`src/rtl/ql_irq_pkg.sv`:
```
// Shared constants for the QL interrupt controller: register map and source limit.
// Latency: n/a (constants only).
// Backpressure: n/a.
package ql_irq_pkg;

  // Register select values on bus_addr
  localparam logic [1:0] IRQ_A_PEND = 2'd0;  // read pending, write 1 to acknowledge
  localparam logic [1:0] IRQ_A_MASK = 2'd1;  // source enable mask
  localparam logic [1:0] IRQ_A_MODE = 2'd2;  // 0 = edge, 1 = level
  localparam logic [1:0] IRQ_A_OVR  = 2'd3;  // read overrun, write 1 to clear

  // Widest register / bus word; also the upper bound on NSRC
  localparam int IRQ_MAX_SRC = 16;

endpackage

```
`src/rtl/ql_irq_ctrl_if.sv`:
```
// Register bus between the CPU-side decoder and the interrupt controller.
// Latency: writes take effect on the next clk edge; reads are combinational.
// Backpressure: none, the slave never stalls (zero wait states).
//   bus_wr    one-cycle write strobe
//   bus_addr  register select (see ql_irq_pkg)
//   bus_wdata write data
//   bus_rdata read data for the selected register
interface ql_irq_ctrl_if;
  logic        bus_wr;
  logic [1:0]  bus_addr;
  logic [15:0] bus_wdata;
  logic [15:0] bus_rdata;

  modport master (output bus_wr, output bus_addr, output bus_wdata, input  bus_rdata);
  modport slave  (input  bus_wr, input  bus_addr, input  bus_wdata, output bus_rdata);
endinterface

```
`src/rtl/ql_irq_chan.sv`:
```
// One interrupt source: gated edge/level capture with ack and overrun tracking.
// Latency: source edge or ack at cycle N is visible on pending at N+1.
// Backpressure: none; a second edge while pending flags overrun instead of stalling.
//   src/mask/mode  raw level, enable and edge(0)/level(1) select
//   ack/ovr_clr    write-1-to-clear strobes for pending and overrun
//   pending/overrun registered status
module ql_irq_chan (
  input  logic clk,
  input  logic reset,
  input  logic src,
  input  logic mask,
  input  logic mode,
  input  logic ack,
  input  logic ovr_clr,
  output logic pending,
  output logic overrun
);

  logic g;
  logic g_d;
  logic rise;

  // Mask gates before the edge detector, so unmasking a high source is an edge.
  assign g    = src & mask;
  assign rise = g & ~g_d;

  always_ff @(posedge clk) begin
    if (reset) begin
      g_d     <= 1'b0;
      pending <= 1'b0;
      overrun <= 1'b0;
    end else begin
      // g_d tracks g in both modes so a level->edge switch sees no stale edge
      g_d <= g;

      // Edge mode: a new edge beats a same-cycle ack
      if (mode)
        pending <= g;
      else if (rise)
        pending <= 1'b1;
      else if (ack)
        pending <= 1'b0;

      // An edge that lands on an un-acked pending bit is lost; flag it.
      // Setting beats a same-cycle clear.
      if (!mode && rise && pending && !ack)
        overrun <= 1'b1;
      else if (ovr_clr)
        overrun <= 1'b0;
    end
  end

endmodule

```
`src/rtl/ql_irq_ctrl.sv`:
```
// NSRC-source interrupt controller: mask/mode registers, per-source capture,
// priority vector and merge into the 68008 IPL pair.
// Latency: src edge at N -> pending/irq/ipl at N+1; ack at N -> cleared at N+1.
// Backpressure: none; register bus is zero-wait, reads are combinational.
//   src      raw source levels (already in clk domain)
//   ext_ipl  active-low IPL pair from the IPC
//   bus      register read/write port
//   ipl      active-low IPL to the CPU; irq = any pending; irq_vec = winning index
module ql_irq_ctrl
  import ql_irq_pkg::*;
#(
  parameter int NSRC           = 8,
  parameter int PRIO_LOW_FIRST = 1
) (
  input  logic              clk,
  input  logic              reset,
  input  logic [NSRC-1:0]   src,
  input  logic [1:0]        ext_ipl,
  ql_irq_ctrl_if.slave      bus,
  output logic [1:0]        ipl,
  output logic              irq,
  output logic [3:0]        irq_vec
);

  logic [NSRC-1:0] mask_q;
  logic [NSRC-1:0] mode_q;
  logic [NSRC-1:0] pend;
  logic [NSRC-1:0] ovr;
  logic [NSRC-1:0] wdata_n;
  logic            wr_pend;
  logic            wr_mask;
  logic            wr_mode;
  logic            wr_ovr;
  logic            wdata_unused;

  // Only the low NSRC bits of a write are meaningful.
  assign wdata_n      = bus.bus_wdata[NSRC-1:0];
  assign wdata_unused = ^bus.bus_wdata;

  assign wr_pend = bus.bus_wr && (bus.bus_addr == IRQ_A_PEND);
  assign wr_mask = bus.bus_wr && (bus.bus_addr == IRQ_A_MASK);
  assign wr_mode = bus.bus_wr && (bus.bus_addr == IRQ_A_MODE);
  assign wr_ovr  = bus.bus_wr && (bus.bus_addr == IRQ_A_OVR);

  always_ff @(posedge clk) begin
    if (reset) begin
      mask_q <= '0;
      mode_q <= '0;
    end else begin
      if (wr_mask) mask_q <= wdata_n;
      if (wr_mode) mode_q <= wdata_n;
    end
  end

  for (genvar i = 0; i < NSRC; i++) begin : g_chan
    ql_irq_chan u_chan (
      .clk     (clk),
      .reset   (reset),
      .src     (src[i]),
      .mask    (mask_q[i]),
      .mode    (mode_q[i]),
      .ack     (wr_pend & wdata_n[i]),
      .ovr_clr (wr_ovr & wdata_n[i]),
      .pending (pend[i]),
      .overrun (ovr[i])
    );
  end

  // Read mux; unused upper bits read as zero.
  always_comb begin
    bus.bus_rdata = '0;
    case (bus.bus_addr)
      IRQ_A_PEND: bus.bus_rdata[NSRC-1:0] = pend;
      IRQ_A_MASK: bus.bus_rdata[NSRC-1:0] = mask_q;
      IRQ_A_MODE: bus.bus_rdata[NSRC-1:0] = mode_q;
      default:    bus.bus_rdata[NSRC-1:0] = ovr;
    endcase
  end

  // Priority encode: scan from the lowest-priority end so the last hit wins.
  always_comb begin
    irq_vec = '0;
    if (PRIO_LOW_FIRST != 0) begin
      for (int i = NSRC - 1; i >= 0; i--)
        if (pend[i]) irq_vec = 4'(i);
    end else begin
      for (int i = 0; i < NSRC; i++)
        if (pend[i]) irq_vec = 4'(i);
    end
  end

  assign irq = |pend;
  // Our request pulls IPL1 low (level 2); the IPC pair passes through otherwise.
  assign ipl = {ext_ipl[1] & ~irq, ext_ipl[0]};

endmodule

```
`src/flat_wrapper.sv`:
```
// flat-port wrapper written by rule: the top's interface ports become plain ports
module ql_irq_ctrl_flat import ql_irq_pkg::*;
#(
  parameter int NSRC           = 8,
  parameter int PRIO_LOW_FIRST = 1
)
  (clk, reset, src, ext_ipl, ipl, irq, irq_vec, bus_bus_wr, bus_bus_addr, bus_bus_wdata, bus_bus_rdata);
  ql_irq_ctrl_if bus_i ();
  input  logic clk;
  input  logic reset;
  input  logic [NSRC-1:0] src;
  input  logic [1:0] ext_ipl;
  output logic [1:0] ipl;
  output logic irq;
  output logic [3:0] irq_vec;
  input wire logic [$bits(bus_i.bus_wr)-1:0] bus_bus_wr;
  input wire logic [$bits(bus_i.bus_addr)-1:0] bus_bus_addr;
  input wire logic [$bits(bus_i.bus_wdata)-1:0] bus_bus_wdata;
  output wire logic [$bits(bus_i.bus_rdata)-1:0] bus_bus_rdata;
  assign bus_i.bus_wr = bus_bus_wr;
  assign bus_i.bus_addr = bus_bus_addr;
  assign bus_i.bus_wdata = bus_bus_wdata;
  assign bus_bus_rdata = bus_i.bus_rdata;
  ql_irq_ctrl #(.NSRC(NSRC), .PRIO_LOW_FIRST(PRIO_LOW_FIRST)) u_core (.clk(clk), .reset(reset), .src(src), .ext_ipl(ext_ipl), .bus(bus_i), .ipl(ipl), .irq(irq), .irq_vec(irq_vec));
endmodule
```
`config.mk`:
```
export PLATFORM = sky130hd
export DESIGN_NAME = ql_irq_ctrl_flat
export DESIGN_NICKNAME = d
export VERILOG_FILES = /design/src/rtl/ql_irq_pkg.sv /design/src/rtl/ql_irq_ctrl_if.sv /design/src/rtl/ql_irq_chan.sv /design/src/rtl/ql_irq_ctrl.sv /design/src/flat_wrapper.sv
export SDC_FILE = /design/constraint.sdc
export NUM_CORES = 1
export LEC_CHECK = 0
export ABC_AREA = 1
export ABC_CLOCK_PERIOD_IN_PS = 1900
export BUFFER_PORTS_ARGS = -buffer_cell sky130_fd_sc_hd__buf_2
export CORE_MARGIN = 8
export CORE_UTILIZATION = 44
export DETAILED_ROUTE_END_ITERATION = 8
export GPL_TIMING_DRIVEN = 0
export PLACE_DENSITY_LB_ADDON = 0.15
export RECOVER_POWER = 50
export SYNTH_ARGS = -nofsm -noshare
export SYNTH_HDL_FRONTEND = slang
export SYNTH_SLANG_ARGS = --single-unit
export TNS_END_PERCENT = 100
```
`constraint.sdc`:
```
create_clock -name clk -period 1.9 [get_ports clk]
set_input_delay 0.095 -clock clk [delete_from_list [all_inputs] [get_ports clk]]
set_output_delay 0.095 -clock clk [all_outputs]
set_load 0.02 [all_outputs]
```
==> flow_summary.toml, run 1 <==
[floorplanning]
core_sq_mm = 0.00438
fp.dieH_microns = 83.8
rows = 24
initial_utilization = 0.461
dieArea_sq_mm = 0.00702
fp.dieW_microns = 83.8
io_pins = 54

[clock_tree]
cts_hold_buf = 0
insertion_delay_ns = 0.29
cts_buffers = 5
htreeDepth = 2
clockRootBuffer = "clkbuf_8"
clockBufferDepth = 2
post-cts-setup-buffers = 0
clkSinkCount = 40
clk_pin_slew_ns = 0.08
tritoncts = "yes"
postCtsResizedCells = 0

[yosys]
synth_compound_area_frac = 0.184
synth-seq-cells = 40
synth_cells = 275
synth-simple-area-share = 0.301
muxShareOfSynthArea = 0
netlist_area_sq_mm = 0.00202
synth_top_family_by_area = "simple AND/OR/NAND/NOR gates"
synth_top_area_frac = 0.396
ys_warn_count = 0
synth_xor_area_frac = 0
synthArstFlopShare = 0
synth_common_cells = "63 x nand2_1, 40 x dfxtp_1, 40 x nor2_1"
synth-edff-count = 0
synth_top_area_cell = "dfxtp_1"
synthTopCellsByArea = "dfxtp_1 40%, nand2_1 12%, a211oi_2 9.3%"
synthMostInstantiatedCell = "nand2_1"
yosysUniqueCellTypes = 24
synthFlopType = "dfxtp_1"
syn-mean-instance-area_sq_um = 7.36
synthAdderAreaFrac = 0
ys_seq_area_frac = 0.396

[global_route]
grt_first_pass_wirelength_microns = 8630
antenna_found_initial = 0
grt_overflow = 0
met2_usage = 0.244
grt_pass1_vias = 1787
grt_use_total = 0.151
busiest_layer = "met2"
grtUsageMet3 = 0.0469
grt_use_met1 = 0.188
grt_max_degree = 13

[timing]
maxSlewViolCount = 0
fin_crit_ns = 1.62
finClkSkew_ns = 0.00734
fmax_mhz = 618
finalCritPeriodShare = 0.851
worst_slack_ns = 0.283
holdWs_ns = 0.0602
finalSetupTns_ns = 0
slew_headroom = 0.531
timing.final.hold_violations = 0
worst_pin_slew_ns = 0.701
setup-violations-final = 0
rsz0062_at_grt = "false"

[detailed_routing]
initialDrtViolationCount = 136
dr_total_vias = 1882
routed_wl_microns = 5420
viasPerCell = 5.01
firstDrtPassIters = 4
wire_per_inst_microns = 14.4
antenna_left = 0
drc_errors = 0

[critical_path]
path_max_fanout = 5
worstPathRequired_ns = 1.80
cp-end-kind = "primary output"
crit_arrival_ns = 1.52
critPathLaunchType = "flip-flop"
crit_type = "flip-flop to primary output"

[layout]
drive_above_1_share = 0.201
area_delta_synth_final_pct = 14.5
final_net_count = 354
multi_input_area_sq_um = 967
antennaDiodeCount = 0
instances_no_fill = 376
seqCellArea_sq_um = 801
utilization = 0.529
final_cell_area_sq_mm = 0.00232
fill_cells = 462

[place]
portBuffers = 33
dp_cells = 368
placed_area_sq_mm = 0.00228
dp_hpwl_microns = 3980
dpl_worst_slack_ns = 0.553
globalplace.congestion = 0.794

[worst_hold_path]
hold_class = "input pin to flip-flop"

[status]
status = "finished clean"

[power_and_ir_drop]
p_int_mw = 1.25
leakage_nw = 0.965
peakVddDrop_uv = 502
p_sw_mw = 0.508
combPwrFrac = 0.161
power.density_mw_per_mm2 = 759
sw_frac_of_total = 0.289
seqPwrFrac = 0.502
p_clk_frac = 0.337
power_mw = 1.76

[job]
maxCapViolations = 0
==> layer usage <==
layer  wire (microns)  share of wire
met1             2560           0.47
met2             2430           0.45
met3              390          0.072
met4               44         0.0081
met5                0              0
==> power groups by stage <==
stage	Sequential (mW)	Combinational [mW]	Clock, mW
after floorplan	0.896	0.201	0
after global placement	0.901	0.295	0
after detailed placement	0.901	0.297	0
after CTS	0.881	0.298	0.596
after global routing	0.885	0.310	0.632
final	0.881	0.284	0.592
==> cell usage in the layout (no fill, tap or decap) <==
cell,netlist,layout
a211oi_2,15,9
conb_1,1,9
nor2_2,1,1
clkinv_1,0,1
buf_6,2,1
a21oi_1,19,19
a211oi_1,0,6
nand4_1,7,7
or2_1,2,2
dfxtp_1,40,40
nand2_1,63,65
clkbuf_8,0,6
inv_1,25,25
buf_4,10,10
a31oi_1,1,1
nor3_1,3,3
buf_2,4,34
nor3b_1,2,2
nand3_1,20,20
inv_2,3,2
clkbuf_1,4,8
a21o_1,3,3
clkinv_2,0,2
o2111ai_1,7,7
nor2_1,40,41
==> worst max-delay path, stage by stage (launching register included) <==
cell and delay [ns]:
dfxtp_1 0.35, or2_1 0.25, nor2_1 0.12, nand2_1 0.08, nor3b_1 0.22, buf_2 0.21
==> kinds of logic (layout without fill, tap and decap cells) <==
logic type	Yosys count	in the layout
simple gates	141	141
compound gates	45	45
other cells	1	9
buf+inv	48	89
flops	40	40
==> worst paths after layout <==
| path | end | slack (ns) | from | cells after the start |
|---|---|---|---|---|
| worst min register to register | u_core.g_chan[3].u_chan.overrun | 0.47 | u_core.g_chan[3].u_chan.overrun | 2 |
| worst max-delay path | ipl[1] | 0.28 | u_core.g_chan[7].u_chan.pending | 5 |
| worst max register to register | u_core.g_chan[0].u_chan.overrun | 1.00 | u_core.g_chan[0].u_chan.pending | 4 |
| worst min-delay path | u_core.g_chan[3].u_chan.g_d | 0.06 | src[3] | 3 |
==> state kept, by name, summed over array words and instances (netlist names) <==
name,count
u_core.mask_q,8
u_core.g_chan.u_chan.overrun,8
u_core.mode_q,8
u_core.g_chan.u_chan.pending,8
u_core.g_chan.u_chan.g_d,8
==> cell type report <==
cell class              count  area share
multi-input cells         195       0.417
flip-flops and latches     40       0.346
repair buffers             33      0.0697
plain buffers              20      0.0540
inverters                  28      0.0454
clock buffers               6      0.0356
well taps                  52      0.0281
clock inverters             2     0.00432
No activity file was read; power rests on OpenSTA's default activity.
==> run 2: changes to the inputs <==
==> constraint.sdc (replaced) <==
create_clock -name clk -period 1.9 [get_ports clk]
set_input_delay 0.285 -clock clk [delete_from_list [all_inputs] [get_ports clk]]
set_output_delay 0.285 -clock clk [all_outputs]
set_load 0.02 [all_outputs]
==> run 2 against run 1 <==
  * Critical path depth did not move
  * Combinational power rose by 2%
  * Clock power decreased by 0.7%
  * Global-route usage did not move
  * Wire length increased by 0.33%
  * Clock skew is 0.00090 ns lower
  * Maximum frequency is 9.1% lower
  * Critical path type unchanged
  * Largest power group unchanged
  * Highest routed layer unchanged
==> flow_summary.toml, run 2 (same netlist as run 1, synthesis figures left out) <==
[clock_tree]
tritoncts = "yes"
post-cts-setup-buffers = 0
clk_pin_slew_ns = 0.08
insertion_delay_ns = 0.29
cts_buffers = 5
clockBufferDepth = 2
clockRootBuffer = "clkbuf_8"
htreeDepth = 2
clkSinkCount = 40

[power_and_ir_drop]
power_mw = 1.76
p_clk_frac = 0.334
power.density_mw_per_mm2 = 755
leakage_nw = 0.968
combPwrFrac = 0.164
p_int_mw = 1.25
sw_frac_of_total = 0.288
p_sw_mw = 0.507
seqPwrFrac = 0.501
peakVddDrop_uv = 500

[layout]
drive_above_1_share = 0.210
final_net_count = 354
final_cell_mix = "65 x nand2_1, 40 x nor2_1, 40 x dfxtp_1"
area_delta_synth_final_pct = 15.1
antennaDiodeCount = 0
final_common_cell = "nand2_1"
instances_no_fill = 376

[floorplanning]
fp.dieH_microns = 83.8
fp.dieW_microns = 83.8
dieArea_sq_mm = 0.00702
rows = 24
core_sq_mm = 0.00438
initial_utilization = 0.461
io_pins = 54

[worst_hold_path]
min_to = "u_core.g_chan[1].u_chan.g_d"
holdCritStartpoint = "src[1]"
holdPathStages = 3
hold_class = "input pin to flip-flop"

[timing]
setup-violations-final = 0
finalSetupTns_ns = 0
maxSlewViolCount = 0
worst_pin_slew_ns = 0.730
finClkSkew_ns = 0.00644
rsz0062_at_grt = "false"
holdWs_ns = 0.250
timing.final.hold_violations = 0
worst_slack_ns = 0.120
fin_crit_ns = 1.78
slew_headroom = 0.514
finalCritPeriodShare = 0.937
fmax_mhz = 562

[critical_path]
r2r-end = "u_core.g_chan[6].u_chan.overrun"
critPathLaunchType = "flip-flop"
cp-end-kind = "primary output"
cp_common_cell = "or2_1"
worstPathRequired_ns = 1.62
slowest_stage = "dfxtp_1"
path_max_fanout = 5
crit_type = "flip-flop to primary output"
rr_startpoint = "u_core.mask_q[6]"
ff2ff_path_depth = 4
slowest_delay_ns = 0.35
crit_arrival_ns = 1.50
path_cells = "or2_1, nor2_1, nand2_1, or2_1, buf_2"
r2r_slack_ns = 1.00

[place]
portBuffers = 33
dp_cells = 368
dpl_worst_slack_ns = 0.259
dp_hpwl_microns = 3980
globalplace.congestion = 0.794

[global_route]
grt_overflow = 0
grt_pass1_vias = 1787
grt_first_pass_wirelength_microns = 8630
grt_use_total = 0.151
grt_max_degree = 13
antenna_found_initial = 0

[status]
status = "finished clean"

[detailed_routing]
antenna_left = 0
wire_per_inst_microns = 14.5
dr_total_vias = 1893
drc_errors = 0
viasPerCell = 5.03
firstDrtPassIters = 4
routed_wl_microns = 5440
initialDrtViolationCount = 131

[job]
maxCapViolations = 0
run 2: stage by stage:
stage / area [sq um] / utilization
finish: 2330 / 0.531
global route: 2330 / 0.531
CTS: 2380 / 0.542
detailed placement: 2280 / 0.521
global placement: 2280 / 0.521
floorplan: 2050 / -
run 2: final cells by class:
| class | instances | area, sq um |
|---|---|---|
| fill | 462 | 2060 |
| multi-input combinational | 195 | 985 |
| sequential | 40 | 801 |
| timing repair buffer | 33 | 163 |
| buffer | 20 | 118 |
| inverter | 28 | 105 |
| clock buffer | 6 | 82.6 |
| tap | 52 | 65.1 |
| clock inverter | 2 | 10.0 |
run 2: critical path: cells and delay by family, from the launching register on:
| kind | cells | cell delay, ns |
|---|---|---|
| buffers and inverters | 1 | 0.16 |
| flip-flops | 1 | 0.35 |
| AND/OR/NAND/NOR | 4 | 0.68 |
run 2: worst max path at each step:
stage,start,to,cells after the start
finish,u_core.g_chan[7].u_chan.pending,irq,5
global route,u_core.g_chan[7].u_chan.pending,ipl[1],5
CTS,u_core.g_chan[7].u_chan.pending,ipl[1],5
detailed placement,bus_bus_addr[0],bus_bus_rdata[0],6
global placement,bus_bus_addr[0],bus_bus_rdata[7],6
floorplan,u_core.g_chan[7].u_chan.pending,ipl[1],4
run 2: power groups by stage:
stage / combinational [mW] / clock [mW] / sequential (mW)
3_5_place_dp: 0.297 / 0 / 0.901
4_1_cts: 0.298 / 0.596 / 0.881
3_3_place_gp: 0.295 / 0 / 0.901
6_report: 0.289 / 0.588 / 0.881
5_1_grt: 0.314 / 0.632 / 0.885
2_1_floorplan: 0.201 / 0 / 0.896
run 2: what timing repair did:
action,4_1_cts,5_1_grt
endpoints found under the setup margin,0,1
gates resized for setup,0,1
hold buffers,0,0
run 2: per-layer routing:
layer | share of wire | wire length (microns) | track usage | up-vias
li1 | - | - | - | 987
met1 | 0.45 | 2430 | 0.188 | 832
met2 | 0.45 | 2430 | 0.244 | 69
met3 | 0.097 | 530 | 0.0469 | 5
met4 | 0.0096 | 52 | 0.0392 | 0
met5 | 0 | 0 | 0 | -
==> run 3: changes to the inputs <==
--- a/config.mk
+++ b/config.mk
@@ -13,7 +13,7 @@
 export DETAILED_ROUTE_END_ITERATION = 8
 export GPL_TIMING_DRIVEN = 0
 export PLACE_DENSITY_LB_ADDON = 0.15
-export RECOVER_POWER = 50
+export RECOVER_POWER = 100
 export SYNTH_ARGS = -nofsm -noshare
 export SYNTH_HDL_FRONTEND = slang
 export SYNTH_SLANG_ARGS = --single-unit
==> run 3 against run 2 <==
  * Non-clock buffer count did not move
  * Global-route usage did not move
  * Wire length rose by 0.31%
  * Largest cell class unchanged
  * Worst setup slack got worse by 0.011 ns
  * Count of clock-buffer cells in the layout did not move
==> flow_summary.toml, run 3 (same netlist as run 1, synthesis figures left out) <==
[layout]
final_cell_mix = "65 x nand2_1, 40 x nor2_1, 40 x dfxtp_1"
area_delta_synth_final_pct = 14.0
fill_cells = 468
final_common_cell = "nand2_1"
drive_above_1_share = 0.185
antennaDiodeCount = 0
instances_no_fill = 376
final_net_count = 354

[critical_path]
slowest_stage = "clkbuf_1"
path_max_fanout = 10
cp-end-kind = "primary output"
slowest_delay_ns = 0.27
ff2ff_path_depth = 4
crit_type = "input pin to primary output"
critPathTopFamily = "buffers and inverters"
r2r_slack_ns = 1.00
r2r-end = "u_core.g_chan[6].u_chan.overrun"
crit_arrival_ns = 1.51
critPathLaunchType = "input pin"
worstPathRequired_ns = 1.62
rr_startpoint = "u_core.mask_q[6]"
path_cells = "clkbuf_1, nand2_1, inv_2, clkbuf_2, nand2_1, o2111ai_1, clkbuf_1"
critPathBufInv = 4

[power_and_ir_drop]
p_sw_mw = 0.505
leakage_nw = 0.937
combPwrFrac = 0.162
seqPwrFrac = 0.503
peakVddDrop_uv = 501
p_clk_frac = 0.335
power_mw = 1.75
power.density_mw_per_mm2 = 759
p_int_mw = 1.25
sw_frac_of_total = 0.288

[place]
dp_cells = 368
dp_hpwl_microns = 3980
portBuffers = 33
globalplace.congestion = 0.794

[detailed_routing]
antenna_left = 0
initialDrtViolationCount = 119
wire_per_inst_microns = 14.5
drc_errors = 0
dr_total_vias = 1887
firstDrtPassIters = 4
routed_wl_microns = 5460
viasPerCell = 5.02

[job]
maxCapViolations = 0

[timing]
fin_crit_ns = 1.79
slew_headroom = 0.556
timing.final.hold_violations = 0
fmax_mhz = 558
rsz0062_at_grt = "false"
setup-violations-final = 0
maxSlewViolCount = 0
worst_pin_slew_ns = 0.666
finalSetupTns_ns = 0
finClkSkew_ns = 0.00723
finalCritPeriodShare = 0.943

[global_route]
grt_first_pass_wirelength_microns = 8630
antenna_found_initial = 0
grt_pass1_vias = 1787
grt_use_total = 0.151
grt_max_degree = 13
grt_overflow = 0

[floorplanning]
io_pins = 54
dieArea_sq_mm = 0.00702
fp.dieH_microns = 83.8
initial_utilization = 0.461
core_sq_mm = 0.00438
rows = 24
fp.dieW_microns = 83.8

[worst_hold_path]
hold_class = "input pin to flip-flop"
min_to = "u_core.g_chan[1].u_chan.g_d"
holdPathStages = 3
holdCritStartpoint = "src[1]"

[clock_tree]
cts_buffers = 5
clockRootBuffer = "clkbuf_8"
tritoncts = "yes"
htreeDepth = 2
insertion_delay_ns = 0.29
clockBufferDepth = 2
clk_pin_slew_ns = 0.08
cts_hold_buf = 0
clkSinkCount = 40

[status]
status = "finished clean"
## run 3: cell count changes in the layout (fill, tap and decap cells not counted)
cell / delta
or2_0: +1
clkbuf_2: +6
a211oi_1: +3
a211oi_2: -3
buf_2: -11
clkbuf_1: +5
or2_1: -1
## run 3: timing repair
action / CTS / global route
resized for setup: 0 / 1
setup buffers: 0 / 0
endpoints found under the setup margin: 0 / 1
hold endpoints to repair: 0 / 0
## run 3: area by class of cell
cell class	instances	area, sq um	share of cell area
inverter	28	105	0.0456
clock buffer	6	82.6	0.0358
multi-input combinational	195	970	0.420
sequential	40	801	0.347
clock inverter	2	10.0	0.00434
timing repair buffer	33	156	0.0678
tap	52	65.1	0.0282
buffer	20	118	0.0510
## run 3: worst max path at each step
| stage | from | endpoint | slack, ns | cells past startpoint |
|---|---|---|---|---|
| 2_1_floorplan | u_core.g_chan[7].u_chan.pending | ipl[1] | 0.36 | 4 |
| 3_3_place_gp | bus_bus_addr[0] | bus_bus_rdata[7] | 0.28 | 6 |
| 3_5_place_dp | bus_bus_addr[0] | bus_bus_rdata[0] | 0.26 | 6 |
| 4_1_cts | u_core.g_chan[7].u_chan.pending | ipl[1] | 0.05 | 5 |
| 5_1_grt | u_core.g_chan[7].u_chan.pending | ipl[1] | 0.008 | 5 |
| 6_report | bus_bus_addr[0] | bus_bus_rdata[3] | 0.11 | 7 |
## run 3: tightest hold or removal path: stages
cell	delay (ns)
buf_2	0.08
nand2_1	0.07
nor2_1	0.08
## run 3: power groups by stage
stage | Sequential [mW] | Clock (mW) | Combinational, mW
finish | 0.882 | 0.587 | 0.283
global route | 0.885 | 0.632 | 0.309
CTS | 0.881 | 0.596 | 0.298
detailed placement | 0.901 | 0 | 0.297
global placement | 0.901 | 0 | 0.295
floorplan | 0.896 | 0 | 0.201
## run 3: per-stage QoR
stage / utilization / worst slack (ns) / cell area, sq um / hold slack, ns
after floorplan: - / 0.359 / 2050 / 0.444
after global placement: 0.521 / 0.276 / 2280 / 0.452
after detailed placement: 0.521 / 0.259 / 2280 / 0.454
after CTS: 0.542 / 0.0486 / 2380 / 0.250
after global routing: 0.526 / 0.00771 / 2310 / 0.266
final: 0.526 / 0.109 / 2310 / 0.252
## run 3: metal layers
| metal | global-route usage | wire length [microns] | share of wire | up-vias |
|---|---|---|---|---|
| met2 | 0.244 | 2400 | 0.44 | 57 |
| li1 | - | - | - | 981 |
| met3 | 0.0469 | 399 | 0.073 | 6 |
| met4 | 0.0392 | 57 | 0.010 | 0 |
| met5 | 0 | 0 | 0 | - |
| met1 | 0.188 | 2600 | 0.48 | 843 |
